File: src/rtl/alu_pkg.sv
// alu_pkg: shared definitions for the ALU issue stage.
//   - XLEN / RAW       : default datapath and register-address widths
//   - alu_sel_e        : ALU function codes driven on aluOutSel (0..8)
//   - issue_state_e    : output-register state (EMPTY / FULL)
//   - opcode, funct3 and funct7 constants for the supported RV32I subset
//   - f3_to_sel()      : funct3 -> function code for OP / OP-IMM
package alu_pkg;

    localparam int XLEN = 32;
    localparam int RAW  = 5;

    typedef enum logic [3:0] {
        ALU_ADD  = 4'd0,
        ALU_SUB  = 4'd1,
        ALU_XOR  = 4'd2,
        ALU_OR   = 4'd3,
        ALU_AND  = 4'd4,
        ALU_SLT  = 4'd5,
        ALU_SLTU = 4'd6,
        ALU_SLL  = 4'd7,
        ALU_SRL  = 4'd8
    } alu_sel_e;

    typedef enum logic {
        ST_EMPTY = 1'b0,
        ST_FULL  = 1'b1
    } issue_state_e;

    localparam logic [6:0] OPC_OP     = 7'b0110011;
    localparam logic [6:0] OPC_OP_IMM = 7'b0010011;
    localparam logic [6:0] OPC_LUI    = 7'b0110111;

    localparam logic [2:0] F3_ADD  = 3'b000;
    localparam logic [2:0] F3_SLL  = 3'b001;
    localparam logic [2:0] F3_SLT  = 3'b010;
    localparam logic [2:0] F3_SLTU = 3'b011;
    localparam logic [2:0] F3_XOR  = 3'b100;
    localparam logic [2:0] F3_SRL  = 3'b101;
    localparam logic [2:0] F3_OR   = 3'b110;
    localparam logic [2:0] F3_AND  = 3'b111;

    localparam logic [6:0] F7_ZERO = 7'b0000000;
    localparam logic [6:0] F7_SUB  = 7'b0100000;

    function automatic alu_sel_e f3_to_sel(input logic [2:0] f3);
        alu_sel_e sel;
        case (f3)
            F3_ADD:  sel = ALU_ADD;
            F3_SLL:  sel = ALU_SLL;
            F3_SLT:  sel = ALU_SLT;
            F3_SLTU: sel = ALU_SLTU;
            F3_XOR:  sel = ALU_XOR;
            F3_SRL:  sel = ALU_SRL;
            F3_OR:   sel = ALU_OR;
            default: sel = ALU_AND;
        endcase
        return sel;
    endfunction

endpackage

File: src/rtl/alu_issue_dec.sv
// alu_issue_dec: purely combinational decode of one RV32I instruction.
// Ports:
//   instr   in   32    raw instruction word
//   rs1     in   XLEN  rs1 data (already bypassed by the caller)
//   rs2     in   XLEN  rs2 data (already bypassed by the caller)
//   op_a    out  XLEN  ALU operand A
//   op_b    out  XLEN  ALU operand B
//   sel     out  4     ALU function code
//   rd      out  RAW   destination register
//   illegal out  1     instruction is outside the supported subset
module alu_issue_dec #(
    parameter int XLEN = alu_pkg::XLEN,
    parameter int RAW  = alu_pkg::RAW
) (
    input  logic [31:0]     instr,
    input  logic [XLEN-1:0] rs1,
    input  logic [XLEN-1:0] rs2,
    output logic [XLEN-1:0] op_a,
    output logic [XLEN-1:0] op_b,
    output logic [3:0]      sel,
    output logic [RAW-1:0]  rd,
    output logic            illegal
);
    import alu_pkg::*;

    logic [6:0] opcode;
    logic [2:0] f3;
    logic [6:0] f7;
    logic       is_shift;
    logic       unused_rs1_field;

    assign opcode   = instr[6:0];
    assign f3       = instr[14:12];
    assign f7       = instr[31:25];
    assign is_shift = (f3 == F3_SLL) || (f3 == F3_SRL);
    assign rd       = RAW'(instr[11:7]);

    // The rs1 address is only consumed by the bypass logic in the top level.
    assign unused_rs1_field = ^instr[19:15];

    always_comb begin
        op_a    = rs1;
        op_b    = rs2;
        sel     = ALU_ADD;
        illegal = 1'b0;
        case (opcode)
            OPC_OP: begin
                if (is_shift) op_b = XLEN'(rs2[4:0]);
                if (f7 == F7_SUB && f3 == F3_ADD) sel = ALU_SUB;
                else if (f7 == F7_ZERO)           sel = f3_to_sel(f3);
                else                              illegal = 1'b1;  // incl. SRA
            end
            OPC_OP_IMM: begin
                sel = f3_to_sel(f3);
                if (is_shift) begin
                    op_b = XLEN'(instr[24:20]);
                    // funct7 must be zero: SRAI and malformed shifts are rejected
                    if (f7 != F7_ZERO) illegal = 1'b1;
                end else begin
                    op_b = XLEN'($signed(instr[31:20]));
                end
            end
            OPC_LUI: begin
                op_a = '0;
                op_b = XLEN'($signed({instr[31:12], 12'b0}));
                sel  = ALU_ADD;
            end
            default: illegal = 1'b1;
        endcase
    end

endmodule

File: src/rtl/alu_issue.sv
// alu_issue: single-entry issue stage in front of the combinational ALU.
// Accepts one instruction per cycle, decodes it, and holds the operands in a
// valid/ready output register.
// Handshake: a transfer happens on a rising edge where valid && ready are both
// high; a producer holding valid keeps its payload stable until that edge, and
// ready may depend combinationally on the consumer's ready.
// Ports:
//   clk, rst_n                 clock, async active-low reset
//   in_valid/in_ready          instruction handshake (in_ready combinational)
//   in_instr, rs1_data, rs2_data  instruction and register-file read data
//   flush                      kill held and incoming instruction
//   out_valid/out_ready        operand handshake towards the ALU
//   opA, opB, aluOutSel, out_rd   held operands, function code, destination
//   alu_result                 ALU output for the held instruction (bypass)
//   illegal                    one-cycle pulse after accepting an unsupported op
//   state                      debug view of the output-register state
// Optional feature: define ALU_ISSUE_FWD_EN to enable the operand bypass.
module alu_issue #(
    parameter int XLEN = alu_pkg::XLEN,
    parameter int RAW  = alu_pkg::RAW
) (
    input  logic                  clk,
    input  logic                  rst_n,
    input  logic                  in_valid,
    output logic                  in_ready,
    input  logic [31:0]           in_instr,
    input  logic [XLEN-1:0]       rs1_data,
    input  logic [XLEN-1:0]       rs2_data,
    input  logic                  flush,
    output logic                  out_valid,
    input  logic                  out_ready,
    output logic [XLEN-1:0]       opA,
    output logic [XLEN-1:0]       opB,
    output logic [3:0]            aluOutSel,
    output logic [RAW-1:0]        out_rd,
    input  logic [XLEN-1:0]       alu_result,
    output logic                  illegal,
    output alu_pkg::issue_state_e state
);
    import alu_pkg::*;

    issue_state_e    state_q, state_d;
    logic            load;
    logic            illegal_d;
    logic            accept;
    logic [XLEN-1:0] src1, src2;
    logic [XLEN-1:0] dec_op_a, dec_op_b;
    logic [3:0]      dec_sel;
    logic [RAW-1:0]  dec_rd;
    logic            dec_illegal;

    assign out_valid = (state_q == ST_FULL);
    assign state     = state_q;
    assign in_ready  = !flush && (!out_valid || out_ready);
    assign accept    = in_valid && in_ready;

`ifdef ALU_ISSUE_FWD_EN
    logic [RAW-1:0]  rs1_addr, rs2_addr;
    logic            live_ok;
    logic            byp_valid;
    logic [RAW-1:0]  byp_rd;
    logic [XLEN-1:0] byp_data;

    assign rs1_addr = RAW'(in_instr[19:15]);
    assign rs2_addr = RAW'(in_instr[24:20]);
    // The held instruction's result is on alu_result during its handshake.
    assign live_ok  = out_valid && out_ready && (out_rd != '0);

    // Non-register operands (OP-IMM rs2, LUI rs1) ignore src* in the decoder,
    // so bypassing both unconditionally is safe.
    always_comb begin
        src1 = rs1_data;
        src2 = rs2_data;
        if (live_ok && out_rd == rs1_addr)          src1 = alu_result;
        else if (byp_valid && byp_rd == rs1_addr)   src1 = byp_data;
        if (live_ok && out_rd == rs2_addr)          src2 = alu_result;
        else if (byp_valid && byp_rd == rs2_addr)   src2 = byp_data;
    end

    always_ff @(posedge clk or negedge rst_n) begin
        if (!rst_n) begin
            byp_valid <= 1'b0;
            byp_rd    <= '0;
            byp_data  <= '0;
        end else if (flush) begin
            byp_valid <= 1'b0;
        end else if (live_ok) begin
            byp_valid <= 1'b1;
            byp_rd    <= out_rd;
            byp_data  <= alu_result;
        end
    end
`else
    logic unused_alu_result;

    assign unused_alu_result = ^alu_result;
    assign src1 = rs1_data;
    assign src2 = rs2_data;
`endif

    alu_issue_dec #(.XLEN(XLEN), .RAW(RAW)) u_dec (
        .instr   (in_instr),
        .rs1     (src1),
        .rs2     (src2),
        .op_a    (dec_op_a),
        .op_b    (dec_op_b),
        .sel     (dec_sel),
        .rd      (dec_rd),
        .illegal (dec_illegal)
    );

    always_comb begin
        state_d   = state_q;
        load      = 1'b0;
        illegal_d = 1'b0;
        if (flush) begin
            state_d = ST_EMPTY;
        end else begin
            illegal_d = accept && dec_illegal;
            if (accept && !dec_illegal) begin
                state_d = ST_FULL;
                load    = 1'b1;
            end else if (out_ready) begin
                state_d = ST_EMPTY;
            end
        end
    end

    always_ff @(posedge clk or negedge rst_n) begin
        if (!rst_n) begin
            state_q   <= ST_EMPTY;
            illegal   <= 1'b0;
            opA       <= '0;
            opB       <= '0;
            aluOutSel <= '0;
            out_rd    <= '0;
        end else begin
            state_q <= state_d;
            illegal <= illegal_d;
            if (load) begin
                opA       <= dec_op_a;
                opB       <= dec_op_b;
                aluOutSel <= dec_sel;
                out_rd    <= dec_rd;
            end
        end
    end

endmodule

File: config.mk
export PLATFORM = sky130hd
export DESIGN_NAME = alu_issue
export DESIGN_NICKNAME = d
export VERILOG_FILES = /design/src/rtl/alu_pkg.sv /design/src/rtl/alu_issue_dec.sv /design/src/rtl/alu_issue.sv
export SDC_FILE = /design/constraint.sdc
export NUM_CORES = 1
export LEC_CHECK = 0
export BUFFER_PORTS_ARGS = -buffer_cell sky130_fd_sc_hd__buf_4
export CAP_MARGIN = 5
export CORE_MARGIN = 1
export CORE_UTILIZATION = 35
export CTS_BUF_LIST = sky130_fd_sc_hd__clkbuf_16
export DETAILED_ROUTE_END_ITERATION = 7
export PLACE_DENSITY = 0.71
export RECOVER_POWER = 50
export REMOVE_ABC_BUFFERS = 1
export SLEW_MARGIN = 10
export SYNTH_ARGS = -nofsm -noshare
export SYNTH_HDL_FRONTEND = slang
export SYNTH_HIERARCHICAL = 1
export SYNTH_SLANG_ARGS = --single-unit
File: constraint.sdc
create_clock -name clk -period 1.7 [get_ports clk]
set_clock_uncertainty 0.1 [all_clocks]
set_input_delay 0.34 -clock clk [delete_from_list [all_inputs] [get_ports clk]]
set_output_delay 0.34 -clock clk [all_outputs]
set_load 0.03 [all_outputs]
==> results.yml, run 1 <==
outcome:
  status: "finished with violations"
  failed_checks: "setup timing"
synthesis:
  synthMuxAreaShare_pct: 21.94
  yosysSeqAreaShare_pct: 50.08
  synth_xor_area_share_pct: 0.2337
  synthesis.area_sq_mm: 0.003747
  synth-compound-area-share_pct: 10.32
  synthSimpleGateAreaFrac_pct: 11.75
  async_reset_ff_share_pct: 100.0
  synth-seq-cells: 75
  yosysMostFrequentCell: "dfrtp_1"
  synth_top_area_share_pct: 50.08
  synthAdderAreaFrac_pct: 0
  synth_top_family_by_area: "multiplexers"
  synthCells: 281
  ys_top_cells_by_count: "75 x dfrtp_1, 59 x mux2_1, 34 x nor2b_1"
  syn_area_per_cell_sq_um: 13.34
  synth.distinct_cells: 38
  synth-edff-count: 0
  synth_top_area_cell: "dfrtp_1"
  ys_top_cells_by_area: "dfrtp_1 50%, mux2_1 18%, nor2b_1 5.7%"
  synth_flop_cell: "dfrtp_1"
  synth_warnings: 6
setup_path:
  crit_chain: "buf_8 > nor4_4 > buf_4 > nand2_4 > nor2_4 > o311ai_4 > nor4b_4 > buf_6 > buf_12 > clkbuf_16 > mux2_4"
  path_buf_inv: 5
  crit_slowest_cell: "nor4b_4"
  cp_max_fo: 6
  reg2reg_slack_ns: -0.05
  reg2reg_to: "opB[20]$_DFFE_PN0P_"
  worstPathRequired_ns: 1.81
  worst-endpoint-arrival_ns: 2.25
  cp_top_family: "simple AND/OR/NAND/NOR gates"
  slowest_delay_ns: 0.32
  worst_setup_path_end_kind: "flip-flop"
  path_class: "in -> reg"
  reg2reg_from: "out_valid$_DFFE_PN0P_"
  worstSetupStartpointType: "input port"
  r2r_cells: 6
  crit_start: "in_instr[25]"
cts:
  cts-root-buf: "clkbuf_16"
  htree_num_levels: 3
  numCtsBuffers: 9
  insertion_delay_ns: 0.32
  clk_pin_slew_ns: 0.06
  cts_tree: "done"
  cts_buffer_depth: 2
  numClockSinks: 75
die:
  num_rows: 37
  core_area_sq_mm: 0.01037
  num_io_pins: 210
  start_util_pct: 36.14
  die_x_um: 105.5
  die_y_um: 105.5
  dieArea_sq_mm: 0.01113
timing:
  fin_setup_tns_ns: -29.41
  report.final.slew_viol_count: 0
  fin_ws_ns: -0.4462
  worstMarginPinSlew_ns: 0.6046
  finalCritPeriodShare_pct: 126.2
  finalSetupViolations: 74
  relSlewSlack_pct: 59.69
  fmax_ghz: 0.4659
  rsz0062_at_grt: "true"
  holdWs_ns: 0.1382
  hold_viol: 0
  finalCriticalPeriod_ns: 2.146
min_path:
  hold_path_depth: 2
  hp-start: "in_instr[9]"
  min_to: "out_rd[2]$_DFFE_PN0P_"
  hold_class: "in -> reg"
detailed_routing:
  vias: 3185
  wl_per_cell_um: 17.32
  wl_mm: 11.16
  routed_via_density: 4.946
  drt_iter0_markers: 97
  postRouteAntennaNets: 0
  drc: 0
  first_pass_iters: 4
grt:
  gr-usage-all-layers_pct: 19.91
  grt_pass1_vias: 3389
  grt_pass1_wl_mm: 17.35
  grt_antenna_before_repair: 0
  overflow: 0
  grt_max_degree: 44
power_and_ir_drop:
  total_power_mw: 5.304
  ir_drop_v: 0.0005076
  p_per_area_mw_per_mm2: 828.6
  leakage_nw: 3.246
finish:
  syn_to_final_growth_pct: 70.82
  finalInstanceArea_sq_mm: 0.006401
  antenna_cells: 0
  drive_above_1_share_pct: 66.93
  nets: 636
  nFillCells: 841
placed_design:
  dpl_cell_area_sq_mm: 0.005469
  dp_worst_setup_slack_ns: -0.9525
  gp_congestion: 0.7936
  port_buffers: 177
  dp_hpwl_mm: 7.581
run:
  cap_viol_max_count: 0
## where the power goes
| part | internal, mW | switching, mW |
|---|---|---|
| Clock | 1.30 | 0.776 |
| Sequential | 1.94 | 0.0891 |
| Combinational | 0.625 | 0.581 |
## worst max-delay path by stage
stage                                     to  cells after the start
finish                   opB[20]$_DFFE_PN0P_                     11
global route        aluOutSel[2]$_DFFE_PN0P_                     11
CTS                       opB[6]$_DFFE_PN0P_                     11
detailed placement        opA[4]$_DFFE_PN0P_                      9
global placement         opB[31]$_DFFE_PN0P_                      9
floorplan           aluOutSel[3]$_DFFE_PN0P_                      6
## flip-flops by register name, summed over array words and instances, names as in the netlist
signal	cells
illegal	1
opA	32
out_rd	5
out_valid	1
opB	32
aluOutSel	4
## layout make-up
| cell class | instances | area, sq um | area share, % |
|---|---|---|---|
| sequential | 75 | 1877 | 29.32 |
| timing repair buffer | 236 | 2069 | 32.33 |
| clock inverter | 7 | 101.3 | 1.583 |
| inverter | 1 | 3.754 | 0.05864 |
| multi-input combinational | 180 | 1954 | 30.53 |
| tap | 136 | 170.2 | 2.658 |
| clock buffer | 9 | 225.2 | 3.518 |
## cells in the final DEF, fill, tap and decap left out, drive strengths merged, types with 2 or more instances in the layout
cell type	instances
a22o	11
nor3	2
nand2b	2
o21a	2
clkinv	4
inv	2
a21o	2
nor4b	2
bufinv	2
nand2	5
nor2	8
dfrtp	75
buf	229
nor2b	35
and3	2
mux2	73
nand3	2
a221o	20
clkbuf	15
nand3b	2
nor4	3
## metrics by stage
step	instances	utilization [%]
after floorplan	256	-
after global placement	612	52.74
after detailed placement	612	52.74
after CTS	639	60.82
after global routing	644	61.73
final	644	61.73
## routing by layer
layer | global-route usage, % | up-vias | wire (um)
li1 | - | 1476 | -
met2 | 33.93 | 122 | 5696
met5 | 0 | - | 0
met3 | 4.267 | 22 | 645
met1 | 24.59 | 1565 | 4582
met4 | 7.646 | 0 | 231
## cell families after synthesis
family / after synthesis
xor+xnor: 1
flops: 75
compound gates: 40
simple gates: 66
mux: 73
buf+inv: 26
## repair_timing
item	4_1_cts	5_1_grt
buffers inserted	5	3
gates cloned	5	3
resized for setup	81	6
endpoints found under the setup margin	75	75
endpoints found under the hold margin	21	0
hold buffers	1	0
pin swaps	4	4
Note: power is estimated with default switching activity, not from simulation.
==> run 2: changes to the inputs <==
--- a/config.mk
+++ b/config.mk
@@ -7,6 +7,7 @@
 export LEC_CHECK = 0
 export BUFFER_PORTS_ARGS = -buffer_cell sky130_fd_sc_hd__buf_4
 export CAP_MARGIN = 5
+export CORE_ASPECT_RATIO = 1.4
 export CORE_MARGIN = 1
 export CORE_UTILIZATION = 35
 export CTS_BUF_LIST = sky130_fd_sc_hd__clkbuf_16
==> constraint.sdc (replaced) <==
create_clock -name clk -period 2.2 [get_ports clk]
set_clock_uncertainty 0.1 [all_clocks]
set_input_delay 0.44 -clock clk [delete_from_list [all_inputs] [get_ports clk]]
set_output_delay 0.44 -clock clk [all_outputs]
set_load 0.03 [all_outputs]
==> results.yml, run 2 (synthesis results as in run 1) <==
setup_path:
  crit_chain: "buf_4 > nor4_4 > buf_4 > nand2_4 > nor2_4 > o311ai_4 > nor4b_4 > buf_6 > clkbuf_16 > mux2_4"
  worstPathRequired_ns: 2.31
  cp_top_family: "simple AND/OR/NAND/NOR gates"
  worst-endpoint-arrival_ns: 2.38
  cp_max_fo: 7
  reg2reg_slack_ns: 0.46
  worstSetupStartpointType: "input port"
  path_class: "in -> reg"
  crit_slowest_cell: "nor4b_4"
  worst_setup_path_end_kind: "flip-flop"
  path_buf_inv: 4
  slowest_delay_ns: 0.35
  crit_top_cell: "buf_4"
finish:
  drive_above_1_share_pct: 67.82
  final_common_cell: "buf_4"
  syn_to_final_growth_pct: 65.61
  multi_input_area_sq_mm: 0.001984
  nFillCells: 858
  largestRegisters: "opA: 32 flops, opB: 32 flops, out_rd: 5 flops"
  final_cell_mix: "197 x buf_4, 75 x dfrtp_1, 66 x mux2_4, 33 x nor2b_1, 18 x a221o_2"
  finalInstanceArea_sq_mm: 0.006206
  regArea_sq_mm: 0.001877
  nets: 620
  antenna_cells: 0
detailed_routing:
  drc: 0
  postRouteAntennaNets: 0
  wl_per_cell_um: 16.76
  first_pass_iters: 4
  vias: 3128
  drt_iter0_markers: 52
  wl_mm: 10.54
  routed_via_density: 4.973
die:
  die_x_um: 89.45
  num_io_pins: 210
  die_y_um: 124.4
  start_util_pct: 36.01
  dieArea_sq_mm: 0.01113
  core_area_sq_mm: 0.01041
  num_rows: 44
timing:
  fin_ws_ns: -0.07037
  rsz0062_at_grt: "true"
  worstMarginPinSlew_ns: 0.9900
  finalCritPeriodShare_pct: 103.2
  fmax_ghz: 0.4405
  finalCriticalPeriod_ns: 2.270
  hold_viol: 0
  report.final.slew_viol_count: 0
  relSlewSlack_pct: 34.00
  fin_setup_tns_ns: -2.952
  finalSetupViolations: 73
cts:
  insertion_delay_ns: 0.33
  cts_tree: "done"
  numClockSinks: 75
  htree_num_levels: 3
  numCtsBuffers: 9
  cts-root-buf: "clkbuf_16"
  clk_pin_slew_ns: 0.06
  cts_buffer_depth: 2
grt:
  met1_usage_pct: 20.31
  gr-usage-all-layers_pct: 18.27
  use_met3_pct: 4.771
  grt_antenna_before_repair: 0
  grt_max_degree: 40
  grt_pass1_wl_mm: 15.42
  grt.busiest_layer: "met2"
  met2_usage_pct: 32.87
  grt_pass1_vias: 3221
  overflow: 0
power_and_ir_drop:
  ir_drop_v: 0.0003503
  leakage_nw: 3.148
  total_power_mw: 4.030
  p_per_area_mw_per_mm2: 649.4
min_path:
  hold_class: "in -> reg"
placed_design:
  dpl_cell_area_sq_mm: 0.005386
  gp_congestion: 0.7949
  port_buffers: 177
  dp_hpwl_mm: 7.124
run:
  cap_viol_max_count: 0
outcome:
  status: "finished with violations"
  failed_checks: "setup timing"
[run 2: cell count changes in the layout (fill, tap and decap cells not counted), sizes merged]
| cell | before | now |
|---|---|---|
| clkinv | 4 | 3 |
| clkbuf | 15 | 13 |
| buf | 229 | 215 |
[run 2: where the power goes]
group          leakage (nW)  internal [mW]  switching, mW
sequential             1.02           1.50         0.0700
clock                 0.156          0.980          0.551
combinational          1.97          0.488          0.444
[run 2: layer usage]
layer	routed length (um)	share of wire [%]
met5	0	0
met4	115	1.1
met3	601	5.7
met2	5704	54
met1	4121	39
[run 2: timing repair]
item	in CTS	in global routing
resized for setup	28	64
buffers inserted	0	2
hold endpoints to repair	4	0
pin swaps	0	5
gates cloned	2	3
hold buffers	1	0
setup endpoints to repair	73	73
[run 2: metrics by stage]
stage | util [%] | std cells | hold WS [ns] | setup slack, ns
2_1_floorplan | - | 256 | 0.04441 | -2.191
3_3_place_gp | 51.77 | 606 | 0.3453 | -0.5701
3_5_place_dp | 51.77 | 606 | 0.3540 | -0.5661
4_1_cts | 56.36 | 624 | 0.2128 | -0.01949
5_1_grt | 59.64 | 629 | 0.2122 | -0.1301
6_report | 59.64 | 629 | 0.2269 | -0.07037
[run 2: final timing paths]
check / cells past startpoint / from / endpoint
setup / recovery: 10 / in_instr[26] / opA[25]$_DFFE_PN0P_
hold / removal: 2 / in_instr[8] / out_rd[1]$_DFFE_PN0P_
setup reg to reg: 5 / out_valid$_DFFE_PN0P_ / opA[25]$_DFFE_PN0P_
hold reg to reg: 1 / opB[12]$_DFFE_PN0P_ / opB[12]$_DFFE_PN0P_
max in group asynchronous: 3 / rst_n / opA[11]$_DFFE_PN0P_
min in group asynchronous: 2 / rst_n / opB[3]$_DFFE_PN0P_
[run 2: final cells by class]
cell class              instances  area share [%]
inverters                       1         0.06048
clock inverters                 6           1.331
multi-input cells             180           31.98
flip-flops and latches         75           30.24
clock buffers                   9           3.629
repair buffers                220           29.98
well taps                     138           2.782
[run 2: worst register-to-register path, delay by kind of cell (launching register included)]
kind / cells / cell delay (ns)
and+or+nand+nor: 2 / 0.41
DFF: 1 / 0.40
buffers and inverters: 2 / 0.41
muxes: 1 / 0.30
==> run 3: changes to the inputs <==
--- a/config.mk
+++ b/config.mk
@@ -8,7 +8,7 @@
 export BUFFER_PORTS_ARGS = -buffer_cell sky130_fd_sc_hd__buf_4
 export CAP_MARGIN = 5
 export CORE_ASPECT_RATIO = 1.4
-export CORE_MARGIN = 1
+export CORE_MARGIN = 5
 export CORE_UTILIZATION = 35
 export CTS_BUF_LIST = sky130_fd_sc_hd__clkbuf_16
 export DETAILED_ROUTE_END_ITERATION = 7
==> results.yml, run 3 (synthesis results as in run 1) <==
outcome:
  status: "finished with violations"
  failed_checks: "setup timing"
setup_path:
  slowest_delay_ns: 0.34
  reg2reg_from: "out_valid$_DFFE_PN0P_"
  reg2reg_to: "opA[31]$_DFFE_PN0P_"
  cp_top_family: "simple AND/OR/NAND/NOR gates"
  path_class: "in -> reg"
  worst-endpoint-arrival_ns: 2.36
  worst_setup_path_end_kind: "flip-flop"
  reg2reg_slack_ns: 0.43
  worstSetupStartpointType: "input port"
  worstPathRequired_ns: 2.31
  crit_slowest_cell: "nor4b_4"
  crit_chain: "buf_8 > nor4_4 > buf_4 > nand2_4 > nor2_4 > o311ai_4 > nor4b_4 > buf_4 > buf_12 > buf_12 > mux2_4"
  cp_max_fo: 8
  r2r_cells: 6
  path_buf_inv: 5
power_and_ir_drop:
  ir_drop_v: 0.0003454
  total_power_mw: 3.846
  p_per_area_mw_per_mm2: 642.6
  leakage_nw: 3.079
grt:
  gr-usage-all-layers_pct: 16.85
  grt_max_degree: 34
  overflow: 0
  grt_antenna_before_repair: 0
  grt_pass1_vias: 3423
  grt_pass1_wl_mm: 17.48
run:
  cap_viol_max_count: 0
placed_design:
  dp.cells: 607
  dp_worst_setup_slack_ns: -0.6727
  dp_hpwl_mm: 8.035
  gp_congestion: 0.7665
  dpl_cell_area_sq_mm: 0.005369
  port_buffers: 177
cts:
  cts_buffer_depth: 2
  clk_pin_slew_ns: 0.06
  numCtsBuffers: 9
  numClockSinks: 75
  htree_num_levels: 3
  cts_tree: "done"
  cts-root-buf: "clkbuf_16"
  insertion_delay_ns: 0.32
timing:
  hold_viol: 0
  finalCritPeriodShare_pct: 102.2
  finalCriticalPeriod_ns: 2.249
  fin_setup_tns_ns: -1.352
  report.final.slew_viol_count: 0
  fin_ws_ns: -0.04930
  worstMarginPinSlew_ns: 0.8569
  relSlewSlack_pct: 42.87
  fmax_ghz: 0.4446
  finalSetupViolations: 64
  holdWs_ns: 0.2327
  rsz0062_at_grt: "true"
detailed_routing:
  wl_mm: 10.86
  m1WireLength_mm: 4.050
  dr_wl_met3_um: 737
  first_pass_iters: 4
  wl_per_cell_um: 17.26
  routed_via_density: 4.874
  postRouteAntennaNets: 0
  wl_met2_mm: 5.889
  drc: 0
  drt_iter0_markers: 86
  highest_layer: "met4"
  vias: 3066
min_path:
  min_to: "out_rd[0]$_DFFE_PN0P_"
  hold_class: "in -> reg"
  hp-start: "in_instr[7]"
  hold_path_depth: 2
finish:
  finalInstanceArea_sq_mm: 0.005984
  final_cell_mix: "200 x buf_4, 75 x dfrtp_1, 37 x mux2_1, 33 x nor2b_1, 30 x mux2_4"
  nets: 620
  largestRegisters: "opA: 32 flops, opB: 32 flops, out_rd: 5 flops"
  drive_above_1_share_pct: 60.90
  antenna_cells: 0
  syn_to_final_growth_pct: 59.70
  fin_cells: 629
  final_common_cell: "buf_4"
  utilization_pct: 57.52
die:
  die_x_um: 97.45
  core_area_sq_mm: 0.01041
  num_rows: 44
  num_io_pins: 210
  start_util_pct: 36.01
  die_y_um: 132.4
  dieArea_sq_mm: 0.01291
## run 3: cell type report
cell class                      instances  area, sq um
Fill cell                             849         4420
Sequential cell                        75         1877
Multi-Input combinational cell        180         1849
Timing Repair Buffer                  220         1799
Clock buffer                            9        225.2
Tap cell                              138        172.7
Clock inverter                          6        57.56
Inverter                                1        3.754
## run 3: worst max-delay path by stage
| stage | start | end | slack, ns | cells past startpoint |
|---|---|---|---|---|
| floorplan | in_instr[25] | aluOutSel[3]$_DFFE_PN0P_ | -2.19 | 6 |
| global placement | in_instr[14] | opA[23]$_DFFE_PN0P_ | -0.63 | 10 |
| detailed placement | in_instr[14] | opA[4]$_DFFE_PN0P_ | -0.67 | 10 |
| CTS | in_instr[12] | opB[22]$_DFFE_PN0P_ | -0.12 | 12 |
| global route | in_instr[25] | opB[23]$_DFFE_PN0P_ | -0.14 | 11 |
| finish | in_instr[25] | opA[31]$_DFFE_PN0P_ | -0.05 | 11 |
## run 3: layer usage
layer,global-route usage (%),up-vias
met5,0,-
met4,5.697,0
met3,5.213,14
met2,30.97,114
met1,18.16,1507
li1,-,1431
## run 3: where the power goes
part | total [mW] | switching, mW | internal [mW]
logic | 0.886 | 0.445 | 0.441
clock network | 1.40 | 0.541 | 0.861
registers | 1.56 | 0.0626 | 1.50
## run 3: repair_timing
| action | 4_1_cts | 5_1_grt |
|---|---|---|
| resized for setup | 51 | 8 |
| hold buffers | 1 | 0 |
| pin swaps | 5 | 4 |
| cloned | 3 | 0 |
| endpoints found under the setup margin | 73 | 73 |
| endpoints found under the hold margin | 13 | 0 |
| setup buffers | 6 | 0 |
